--- config.mk ---
export PLATFORM = sky130hd
export DESIGN_NAME = seg_page_scheduler
export DESIGN_NICKNAME = d
export VERILOG_FILES = /design/src/rtl/seg_page_scheduler.sv
export SDC_FILE = /design/constraint.sdc
export NUM_CORES = 1
export LEC_CHECK = 0
export CORE_ASPECT_RATIO = 1.75
export CORE_UTILIZATION = 50
export CTS_BUF_LIST = sky130_fd_sc_hd__clkbuf_4 sky130_fd_sc_hd__clkbuf_8
export CTS_CLUSTER_SIZE = 20
export DETAILED_ROUTE_END_ITERATION = 16
export HOLD_SLACK_MARGIN = 0.03
export PLACE_DENSITY = 0.83
export SYNTH_ARGS = -nofsm -noshare
export SYNTH_HDL_FRONTEND = slang
export SYNTH_SLANG_ARGS = --single-unit
--- constraint.sdc ---
create_clock -name clk_in -period 3.2 [get_ports clk_in]
set_clock_uncertainty 0.1 [all_clocks]
set_input_delay 0.32 -clock clk_in [delete_from_list [all_inputs] [get_ports clk_in]]
set_output_delay 0.32 -clock clk_in [all_outputs]
set_load 0.01 [all_outputs]
--- src/rtl/seg_page_scheduler.sv ---
// Seven-segment page scheduler: round-robin over valid debug sources,
// with a per-page dwell time and an optional blank gap between pages.
module seg_page_scheduler #(
  parameter int unsigned NUM_SRC      = 4,
  parameter int unsigned DWELL_CYCLES = 100_000_000,
  parameter int unsigned BLANK_CYCLES = 5_000_000
) (
  input  logic                       clk_in,
  input  logic                       rst_in,
  input  logic [32*NUM_SRC-1:0]      src_val_in,
  input  logic [NUM_SRC-1:0]         src_valid_in,
  input  logic                       btn_next_in,
  input  logic                       hold_in,
  output logic [31:0]                val_out,
  output logic                       en_out,
  output logic [$clog2(NUM_SRC)-1:0] page_out
);

  localparam int unsigned PW = $clog2(NUM_SRC);
  localparam logic [31:0] DW_LAST = 32'(DWELL_CYCLES - 1);
  localparam logic [31:0] BL_LAST = 32'(BLANK_CYCLES - 1);

  typedef enum logic [1:0] {
    IDLE  = 2'd0,
    SHOW  = 2'd1,
    BLANK = 2'd2
  } state_t;

  state_t          r_state, w_state;
  logic [PW-1:0]   r_page, w_page;
  logic [31:0]     r_val, w_val;
  logic            r_en, w_en;
  logic [31:0]     r_dwell, w_dwell;
  logic [31:0]     r_blank, w_blank;

  logic [PW-1:0]   w_low;
  logic            w_any;
  logic [PW-1:0]   w_target;
  logic            w_other;
  logic            w_adv;

  // Lowest valid index, and first valid index after the current page.
  always_comb begin
    w_low    = '0;
    w_any    = |src_valid_in;
    w_target = r_page;
    w_other  = 1'b0;
    for (int i = NUM_SRC - 1; i >= 0; i--) begin
      if (src_valid_in[i]) w_low = PW'(i);
    end
    for (int k = NUM_SRC - 1; k >= 1; k--) begin
      if (src_valid_in[(int'(r_page) + k) % NUM_SRC]) begin
        w_other  = 1'b1;
        w_target = PW'((int'(r_page) + k) % NUM_SRC);
      end
    end
  end

  assign w_adv = btn_next_in || (!hold_in && r_dwell == DW_LAST);

  always_comb begin
    w_state = r_state;
    w_page  = r_page;
    w_val   = r_val;
    w_en    = r_en;
    w_dwell = r_dwell;
    w_blank = r_blank;
    unique case (r_state)
      IDLE: begin
        if (w_any) begin
          w_page  = w_low;
          w_val   = src_val_in[32*int'(w_low) +: 32];
          w_state = SHOW;
          w_en    = 1'b1;
          w_dwell = '0;
        end
      end
      SHOW: begin
        if (src_valid_in[r_page])
          w_val = src_val_in[32*int'(r_page) +: 32];
        if (w_adv) begin
          w_dwell = '0;
          if (w_other) begin
            w_page = w_target;
            if (BLANK_CYCLES > 0) begin
              w_state = BLANK;
              w_en    = 1'b0;
              w_blank = '0;
            end
          end else if (!src_valid_in[r_page]) begin
            w_state = IDLE;
            w_en    = 1'b0;
          end
        end else if (!hold_in) begin
          w_dwell = r_dwell + 32'd1;
        end
      end
      BLANK: begin
        if (src_valid_in[r_page])
          w_val = src_val_in[32*int'(r_page) +: 32];
        if (r_blank == BL_LAST) begin
          w_state = SHOW;
          w_en    = 1'b1;
          w_blank = '0;
          w_dwell = '0;
        end else begin
          w_blank = r_blank + 32'd1;
        end
      end
      default: begin
        w_state = IDLE;
        w_en    = 1'b0;
      end
    endcase
  end

  always_ff @(posedge clk_in) begin
    if (rst_in) begin
      r_state <= IDLE;
      r_page  <= '0;
      r_val   <= '0;
      r_en    <= 1'b0;
      r_dwell <= '0;
      r_blank <= '0;
    end else begin
      r_state <= w_state;
      r_page  <= w_page;
      r_val   <= w_val;
      r_en    <= w_en;
      r_dwell <= w_dwell;
      r_blank <= w_blank;
    end
  end

  assign val_out  = r_val;
  assign en_out   = r_en;
  assign page_out = r_page;

endmodule

==> impl_summary.md, run 1 <==
Run status
The flow ran to the end, but the final reports show violations. The checks that failed: DRC.

Hold path
The type of the tightest min-delay check is input pin to flop. The path with the worst hold slack has its endpoint at r_dwell[3]$_SDFFE_PP0P_. The number of cells on the worst hold path is 4.

The hold path startpoint is rst_in.

Worst setup path
STA puts the critical path data required time at 3.35 ns. The slowest cell on the critical path is sky130_fd_sc_hd__nor4b_1. The number of cells on the worst reg-to-reg path is 7. The delay of the slowest cell on the worst path is 0.49 ns. The worst register-to-register path ends at r_dwell[14]$_SDFFE_PP0P_. The number of stages on the worst setup path is 7. The data arrival time of the critical path is 3.14 ns. The buffers plus inverters on the worst setup path is 1.

The critical register-to-register path startpoint is r_blank[7]$_SDFFE_PP0P_. The setup check on the worst reg-to-reg path leaves a slack of 0.21 ns. The worst setup path is captured at a flop. The gate family responsible for the most delay along the worst path is simple AND/OR/NAND/NOR gates. The maximum fanout along the worst path is 18. The critical path is of the flop to flop type. Traced cell by cell, the critical path runs through nor4b_1, nand4_1, o41ai_2, buf_4, nand4b_1, or2_2, o41ai_1.

The element type at the critical path start is a flop.

Clock network
The root buffer cell chosen for the clock tree is sky130_fd_sc_hd__clkbuf_8. The number of H-tree branching levels is 3. The buffer levels on the longest clock path is 2.

The clock input transition at the sequential cells of the worst setup and hold paths is 0.10 ns. For this design, the sink count on the clock tree is 100. The clock tree from TritonCTS is done.

The count of hold buffers inserted by post-cts repair is 0. Clock tree synthesis inserted a total of 9 buffers. At the later pin of the worst-skew pair, clock insertion delay measures 0.38 ns. Post-CTS repair changed the size of 0 cells. The number of setup buffers added after CTS is 0.

Route
For this run, design rule violations remaining after detail routing come to 5. The length of routed met2 wiring is 10,320 um. After detailed routing, the total wire length is 19,100 um. The number of design-rule violations left by the first detailed-router iteration is 494.

The count of vias placed by the detailed router is 6,198. The count of nets left with antenna violations once routing finished came out at 0. After detailed routing, the average wire length per cell comes to 19.43 um. Signal routing reaches up to met4. Detailed routing placed a total of 1278 um of wire on met3. After detailed routing, the wire length on met1 is 6911 um.

The number of detailed-routing iterations run before antenna repair is 11. The per-cell via count in the routed design is 6.305.

Floorplanning
The overall die width is 84.84 um. The number of top-level pins is 171. The core region is 0.01165 mm2. The floorplan has 52 rows. For this configuration, the core starts out at a cell density of 0.5156. The floorplan step defined a die boundary enclosing 0.01247 mm2. The die is 147.0 um tall.

Layout
From synthesis to final layout, the design area changed by 35.19%. In the final layout, flip-flops and latches occupy 0.002002 mm2. The net count of the finished layout is 985. The number of fillers in the final layout is 885. Of the cells placed in the final design, the portion with a size suffix greater than 1 is 0.1061. The area of combinational cells with multiple inputs is 0.003807 mm2. The antenna diode count is 0.

Power and ir drop
The total power is 5.621 mW. VDD sags by at most 0.6501 mV. For this design the static power due to leakage is 2.798 nW. The power per standard cell area is 692.4 mW/mm2.

Global route
The initial antenna violation count is 0. For this run the aggregate overflow at the end of global routing stands at 0. The total global routing track utilization is 0.3081. The via count of the first global-routing pass is 6,140. The global-route wire length before repair is 30,220 um. Entering global routing, the biggest net connects 86 pins.

STA
The final critical-path required period is 2.986 ns. The count of final hold-check violations is 0. The share of the clock period used by the worst path after layout is 0.9332. Setup violations remaining at the end of the flow were counted as 0.

The worst-case headroom to the max-slew limit is 0.4152. For the pin with the worst max-slew slack, the measured transition is 0.8772 ns. The fmax is 0.3349 GHz. The final count of pins violating max slew came to 0.

Setup total negative slack on the finished layout was measured at 0 ns. Setup repair after global routing left no endpoint under its margin.

Yosys
The synthesized design contains 0 enable-type register cells. The most used flip-flop cell after synthesis is sky130_fd_sc_hd__dfxtp_1. The sequential area share after synthesis is 0.3334. The number of register bits inferred by synthesis is 100. Summing every instance area after synthesis gives 0.006005 mm2. Each instance of the synthesized netlist takes up on average 8.830 um2. The share of synthesized registers carrying an async set or reset is 0. The net count after synthesis is 822. The Yosys step of the flow raised 0 warnings. The post-synthesis cell count is 680.

The count of cell types in the netlist is 54.

Run
Across the run, the number of max-cap violations was 0.

Place
During placement, the flow inserted port buffers numbering 170. At the end of routability-driven placement, the weighted congestion stood at 0.9191. The wire-length estimate of the detail-placed layout is 14,820 um.
-- layout make-up --
type,instances,area share
tap,135,0.02081
multi-input combinational,526,0.4690
clock inverter,4,0.006165
clock buffer,12,0.01803
sequential,100,0.2466
timing repair buffer,193,0.2334
inverter,13,0.006011
-- state kept, by name, summed over array words and instances, names as in the netlist --
signal and flops:
r_blank 32, r_dwell 32, val_out 32, page_out 2
r_state 2
-- worst min-delay path, cell delays in order --
cell	delay, ns
sky130_fd_sc_hd__buf_2	0.11
sky130_fd_sc_hd__nand4b_1	0.14
sky130_fd_sc_hd__buf_4	0.16
sky130_fd_sc_hd__o31ai_1	0.07
-- logic make-up after synthesis --
group,share of synthesized area
flip-flops,0.3334
AND/OR/NAND/NOR,0.2717
adder cells (fa/ha/maj),0.01250
multiplexers,0.1930
XOR/XNOR,0.01896
buffers and inverters,0.03563
AO/OA/AOI/OAI,0.1348
-- metal layers --
layer	track usage	up-vias
met1	0.3363	3010
met3	0.07472	47
li1	-	2885
met5	0	-
met4	0.1254	0
met2	0.5630	256
-- worst max path at each step --
stage	from	endpoint	slack (ns)
global placement	hold_in	r_blank[3]$_SDFFE_PP0P_	0.25
floorplan	r_dwell[0]$_SDFFE_PP0P_	r_blank[22]$_SDFFE_PP0P_	0.32
global route	r_blank[7]$_SDFFE_PP0P_	r_dwell[14]$_SDFFE_PP0P_	0.07
CTS	r_blank[7]$_SDFFE_PP0P_	r_dwell[14]$_SDFFE_PP0P_	0.22
detailed placement	src_valid_in[3]	val_out[14]$_SDFFE_PP0P_	0.19
finish	r_blank[7]$_SDFFE_PP0P_	r_dwell[14]$_SDFFE_PP0P_	0.21
-- metrics by stage --
| step | std cells | util | hold slack [ns] | setup WS (ns) | instance area (um2) |
|---|---|---|---|---|---|
| CTS | 983 | 0.6970 | 0.3577 | 0.2229 | 8118 |
| finish | 983 | 0.6970 | 0.3673 | 0.2137 | 8118 |
| global route | 983 | 0.6970 | 0.4078 | 0.06547 | 8118 |
| detailed placement | 967 | 0.6802 | 0.3792 | 0.1944 | 7921 |
| floorplan | 680 | - | 0.3345 | 0.3218 | 6005 |
| global placement | 967 | 0.6802 | 0.3671 | 0.2541 | 7921 |
-- where the power goes --
group          internal, mW  switching, mW  leakage [nW]
logic                  1.59           1.56          1.89
registers              1.49          0.157         0.813
clock network         0.387          0.447        0.0968
-- cells in the final DEF (no fill, tap or decap), types with 5 or more instances in the layout --
master,synthesis,final
sky130_fd_sc_hd__a21oi_1,34,34
sky130_fd_sc_hd__a31oi_1,10,9
sky130_fd_sc_hd__and3_1,9,9
sky130_fd_sc_hd__and4_1,8,8
sky130_fd_sc_hd__buf_4,0,21
sky130_fd_sc_hd__clkbuf_8,0,9
sky130_fd_sc_hd__clkdlybuf4s50_1,0,169
sky130_fd_sc_hd__dfxtp_1,100,100
sky130_fd_sc_hd__ha_1,6,6
sky130_fd_sc_hd__inv_1,13,13
sky130_fd_sc_hd__mux2i_1,37,37
sky130_fd_sc_hd__mux4_2,34,34
sky130_fd_sc_hd__nand2_1,34,34
sky130_fd_sc_hd__nand2b_1,15,15
sky130_fd_sc_hd__nand3_1,28,28
sky130_fd_sc_hd__nand3b_1,5,5
sky130_fd_sc_hd__nand4_1,12,12
sky130_fd_sc_hd__nor2_1,80,80
sky130_fd_sc_hd__nor2b_1,24,24
sky130_fd_sc_hd__nor3_1,12,12
sky130_fd_sc_hd__nor4_1,21,21
sky130_fd_sc_hd__nor4b_1,6,6
sky130_fd_sc_hd__o21ai_0,51,51
sky130_fd_sc_hd__o31ai_1,13,13
sky130_fd_sc_hd__o41ai_1,5,5
sky130_fd_sc_hd__or2_2,6,6
sky130_fd_sc_hd__or3_1,17,17
sky130_fd_sc_hd__or4_1,8,8
sky130_fd_sc_hd__xnor2_1,13,13
-- cells in the mapped netlist (all sizes together), types with 2 or more instances --
| master | number | area [um2] |
|---|---|---|
| nand2 | 34 | 127.6 |
| or3 | 17 | 106.4 |
| a41oi | 3 | 26.28 |
| o41ai | 6 | 60.06 |
| nand4b | 4 | 35.03 |
| a31oi | 10 | 62.56 |
| o32ai | 4 | 35.03 |
| dfxtp | 100 | 2002 |
| o21ai | 53 | 265.3 |
| and3 | 9 | 56.30 |
| mux4 | 34 | 765.7 |
| mux2i | 37 | 370.4 |
| nor2b | 24 | 150.1 |
| nor4 | 21 | 131.4 |
| clkbuf | 33 | 125.1 |
| or2 | 6 | 37.54 |
| and2 | 3 | 18.77 |
| inv | 13 | 48.80 |
| nor2 | 80 | 300.3 |
| nand3b | 5 | 37.54 |
| nand2b | 15 | 93.84 |
| buf | 8 | 40.04 |
| or4b | 2 | 20.02 |
| and4 | 8 | 70.07 |
| xnor2 | 13 | 113.9 |
| mux2 | 2 | 22.52 |
| ha | 6 | 75.07 |
| nor4b | 6 | 52.55 |
| or4 | 9 | 71.32 |
| a21oi | 34 | 170.2 |
| nor3 | 12 | 60.06 |
| nand3 | 28 | 140.1 |
| a211oi | 3 | 22.52 |
| o31ai | 14 | 110.1 |
| nand4 | 13 | 87.58 |
Power figures use the tool's default switching activity.
==> inputs of run 2 (changes only) <==
--- a/config.mk
+++ b/config.mk
@@ -6,12 +6,12 @@
 export NUM_CORES = 1
 export LEC_CHECK = 0
 export CORE_ASPECT_RATIO = 1.75
-export CORE_UTILIZATION = 50
+export CORE_UTILIZATION = 45
 export CTS_BUF_LIST = sky130_fd_sc_hd__clkbuf_4 sky130_fd_sc_hd__clkbuf_8
 export CTS_CLUSTER_SIZE = 20
 export DETAILED_ROUTE_END_ITERATION = 16
 export HOLD_SLACK_MARGIN = 0.03
-export PLACE_DENSITY = 0.83
+export PLACE_DENSITY = 0.79
 export SYNTH_ARGS = -nofsm -noshare
 export SYNTH_HDL_FRONTEND = slang
 export SYNTH_SLANG_ARGS = --single-unit
==> constraint.sdc (replaced) <==
create_clock -name clk_in -period 2.4 [get_ports clk_in]
set_clock_uncertainty 0.1 [all_clocks]
set_input_delay 0.24 -clock clk_in [delete_from_list [all_inputs] [get_ports clk_in]]
set_output_delay 0.24 -clock clk_in [all_outputs]
set_load 0.01 [all_outputs]
==> run 2 against run 1 <==
Net effect:
- utilization up 4.2 points
- critical path depth down 1
- highest routed layer unchanged
- first-iteration DRC count down 16%
- design area up 18%
- sequential share of layout area down 3.7 points
- via count up 11%
- final cell count up 16%
- critical endpoint is now r_blank[18]$_SDFFE_PP0P_
- the flow finishes with violations (setup timing)
==> impl_summary.md, run 2 (synthesized netlist as in run 1, its figures left out) <==
Floorplanning
The y dimension of the die is 154.8 um (+5.3%). The overall die width was 89.32 um (+5.3%). The number of rows in the core area came to 55 (+5.8%). The total die area was 0.01383 mm2 (+11%). The number of top-level pins is 171 (unchanged).

The core footprint is 0.01301 mm2 (+12%). The starting density of the core came to 0.4617 (-0.05391).

Place
The worst slack at placement is -0.3792 ns (-0.5736 ns). The area of placed instances is 0.008846 mm2 (+12%). The detailed placement HPWL is 16,140 um (+8.9%). The placed cell count came to 1,107 (+14%). The final weighted congestion in routability-driven placement is 0.9760 (+6.2%). The number of I/O port buffers is 170 (unchanged).

Layout
The layout-stage area growth over the synthesis result is 60.05%. The area taken by flip-flops and latches is 0.002012 mm2 (+0.50%). The top cell types in the final layout, fill and taps aside, are 168 x sky130_fd_sc_hd__clkdlybuf4s50_1, 123 x sky130_fd_sc_hd__buf_4, 92 x sky130_fd_sc_hd__dfxtp_1. The area of combinational cells with multiple inputs is 0.004155 mm2 (+9.1%). The antenna diode count is 0 (unchanged). The number of fillers in the final layout is 848 (-4.2%).

The share of cells above drive strength 1 is 0.2755 (+0.1694). The number of standard cells in the layout, taps in and fillers out is 1,140 (+16%). The most common cell after layout, fill and taps aside is sky130_fd_sc_hd__clkdlybuf4s50_1. The final design area excluding fillers came to 0.009610 mm2 (+18%). The net count of the finished layout came to 1,106 (+12%).

Worst setup path
The data arrival time of the critical path is 2.80 ns (-0.34 ns). The critical path in this run is classified as flop to flop. The maximum fanout along the worst path is 6 (-12). The endpoint identified for the worst register-to-register timing path is r_blank[18]$_SDFFE_PP0P_. The critical register-to-register path startpoint is r_dwell[23]$_SDFFE_PP0P_. The worst setup path is launched from a flop. The delay of the slowest cell on the worst path is 0.57 ns (+0.08 ns).

The critical path goes through nand4_1, or4_4, o31a_1, or4_4, or3_4, a21oi_2. The type of element capturing the critical path is a flop. The data required time at the worst endpoint was 2.62 ns (-0.73 ns).

The cell with the most instances on the worst path is sky130_fd_sc_hd__or4_4. The setup slack on the worst flop-to-flop path came to -0.18 ns (-0.39 ns). The number of cells on the worst reg-to-reg path came to 6 (-1).

The largest individual stage delay along the critical path comes from the cell sky130_fd_sc_hd__or4_4.

STA
The worst hold slack is 0.3082 ns (-0.05909 ns). The fmax is 0.3880 GHz (+16%). The final worst-path setup slack came to -0.1775 ns (-0.3912 ns). The share of the clock period used by the worst path after layout came to 1.074 (+0.1407). The final critical-path required period was 2.578 ns (-0.4088 ns). The worst-case headroom to the max-slew limit is 0.5900 (+0.1748). The transition time at the pin with the least slew margin was 0.6093 ns (-0.2679 ns).

Setup repair after global routing could not meet its margin everywhere. The count of final hold-check violations is 0 (unchanged). The accumulated negative setup slack is -4.475 ns (-4.475 ns).

The final count of pins violating max slew is 0 (unchanged). The number of setup violations in the final report is 58 (+58).

Global route
The total congestion overflow after global routing was 0 (unchanged). The via count of the first global-routing pass is 7,011 (+14%). The global-route wire length before repair is 34,400 um (+14%). The maximum number of pins on one net before global-route repair is 86 (unchanged). The total global routing track utilization was 0.3238 (+0.01567).

The initial antenna violation count is 0 (unchanged).

Clock network
The insertion delay to the later sink of the worst-skew pair is 0.38 ns (about the same). The buffer levels on the longest clock path was 2 (unchanged). The number of CTS-inserted buffers came to 9 (unchanged). The clock net sink count is 100 (unchanged). The number of H-tree branching levels is 3 (unchanged).

The clock root buffer is sky130_fd_sc_hd__clkbuf_8. TritonCTS built the clock tree. The clock input transition at the sequential cells of the worst setup and hold paths is 0.09 ns (about the same).

Run status
The run finished, with violations left. The checks that failed: setup timing.

Run
The max-cap check violation count is 0 (unchanged).

Route
The number of detailed-routing iterations run before antenna repair was 7 (-4). The per-cell routed wire length is 19.50 um (+0.36%). The count of antenna-violating nets left after detailed routing is 0 (unchanged).

The length of routed met2 wiring is 11,910 um (+15%). The uppermost signal routing layer after detailed routing is met4. The detailed-route wire length was 22,230 um (+16%).

The number of design-rule violations left by the first detailed-router iteration is 415 (-16%). The routed metal-1 wire length is 7834 um (+13%). The routed wire length on met3 came to 1315 um (+2.9%). The final routed DRC violation total came to 0 (-5). The count of vias placed by the detailed router is 6,872 (+11%). The per-cell via count in the routed design was 6.028 (-4.4%).

Power and ir drop
The net switching component of the power is 3.284 mW (+52%). The logic gate share of total power is 0.616 (+0.057). The highest ir drop seen on vdd is 0.7179 mV (+10%).

The internal portion of total power is 5.304 mW (+53%). The part of the power in registers is 0.256 (-0.036). The power per standard cell area came to 893.6 mW/mm2 (+29%).

The proportion of total power due to net switching is 0.3824 (-0.001939). The standby leakage power came to 3.598 nW (+29%). The share of total power in the clock network is 0.128 (-0.020).

Hold path
The number of cells on the worst hold path came to 3 (-1). The destination of the worst hold path is r_blank[14]$_SDFFE_PP0P_. The type of the tightest min-delay check is input pin to flop. The hold path startpoint is rst_in.
-- run 2: worst max path at each step --
stage | start | end
6_report | r_dwell[23]$_SDFFE_PP0P_ | r_blank[18]$_SDFFE_PP0P_
5_1_grt | r_dwell[23]$_SDFFE_PP0P_ | r_blank[18]$_SDFFE_PP0P_
4_1_cts | r_dwell[23]$_SDFFE_PP0P_ | r_blank[5]$_SDFFE_PP0P_
3_5_place_dp | hold_in | r_blank[18]$_SDFFE_PP0P_
3_3_place_gp | hold_in | r_blank[18]$_SDFFE_PP0P_
2_1_floorplan | r_dwell[1]$_SDFFE_PP0P_ | r_blank[18]$_SDFFE_PP0P_
-- run 2: power by group through the flow --
stage | Clock, mW | Combinational, mW | Sequential, mW
2_1_floorplan | 0 | 2.47 | 2.32
3_3_place_gp | 0 | 4.50 | 2.20
3_5_place_dp | 0 | 4.64 | 2.22
4_1_cts | 1.12 | 5.00 | 2.19
5_1_grt | 1.18 | 5.59 | 2.23
6_report | 1.10 | 5.29 | 2.20
-- run 2: area by class of cell --
cell class,instances,share of cell area
inverters,13,0.005077
flip-flops and latches,100,0.2093
clock inverters,5,0.005468
multi-input cells,526,0.4324
well taps,171,0.02226
clock buffers,11,0.01445
repair buffers,314,0.3110
-- run 2: metal layers --
metal,vias to the layer above,track usage
met1,3306,0.3554
met2,343,0.5711
met4,0,0.1663
met3,96,0.06564
met5,-,0
li1,3127,-
-- run 2: stage by stage --
step | utilization | power, mW
floorplan | - | 4.793
global placement | 0.6801 | 6.702
detailed placement | 0.6801 | 6.857
CTS | 0.7218 | 8.305
global route | 0.7389 | 9.007
finish | 0.7389 | 8.588
-- run 2: critical path: cells and delay by family (launching register included) --
family	cells	cell delay, ns
compound gates	2	0.43
flops	1	0.35
simple gates	4	1.64
-- run 2: repair_timing --
item,in CTS,in global routing
setup endpoints to repair,83,80
resized for setup,49,59
endpoints found under the hold margin,0,0
pin swaps,18,11
cloned,2,2
setup buffers,13,1
hold buffers,0,0
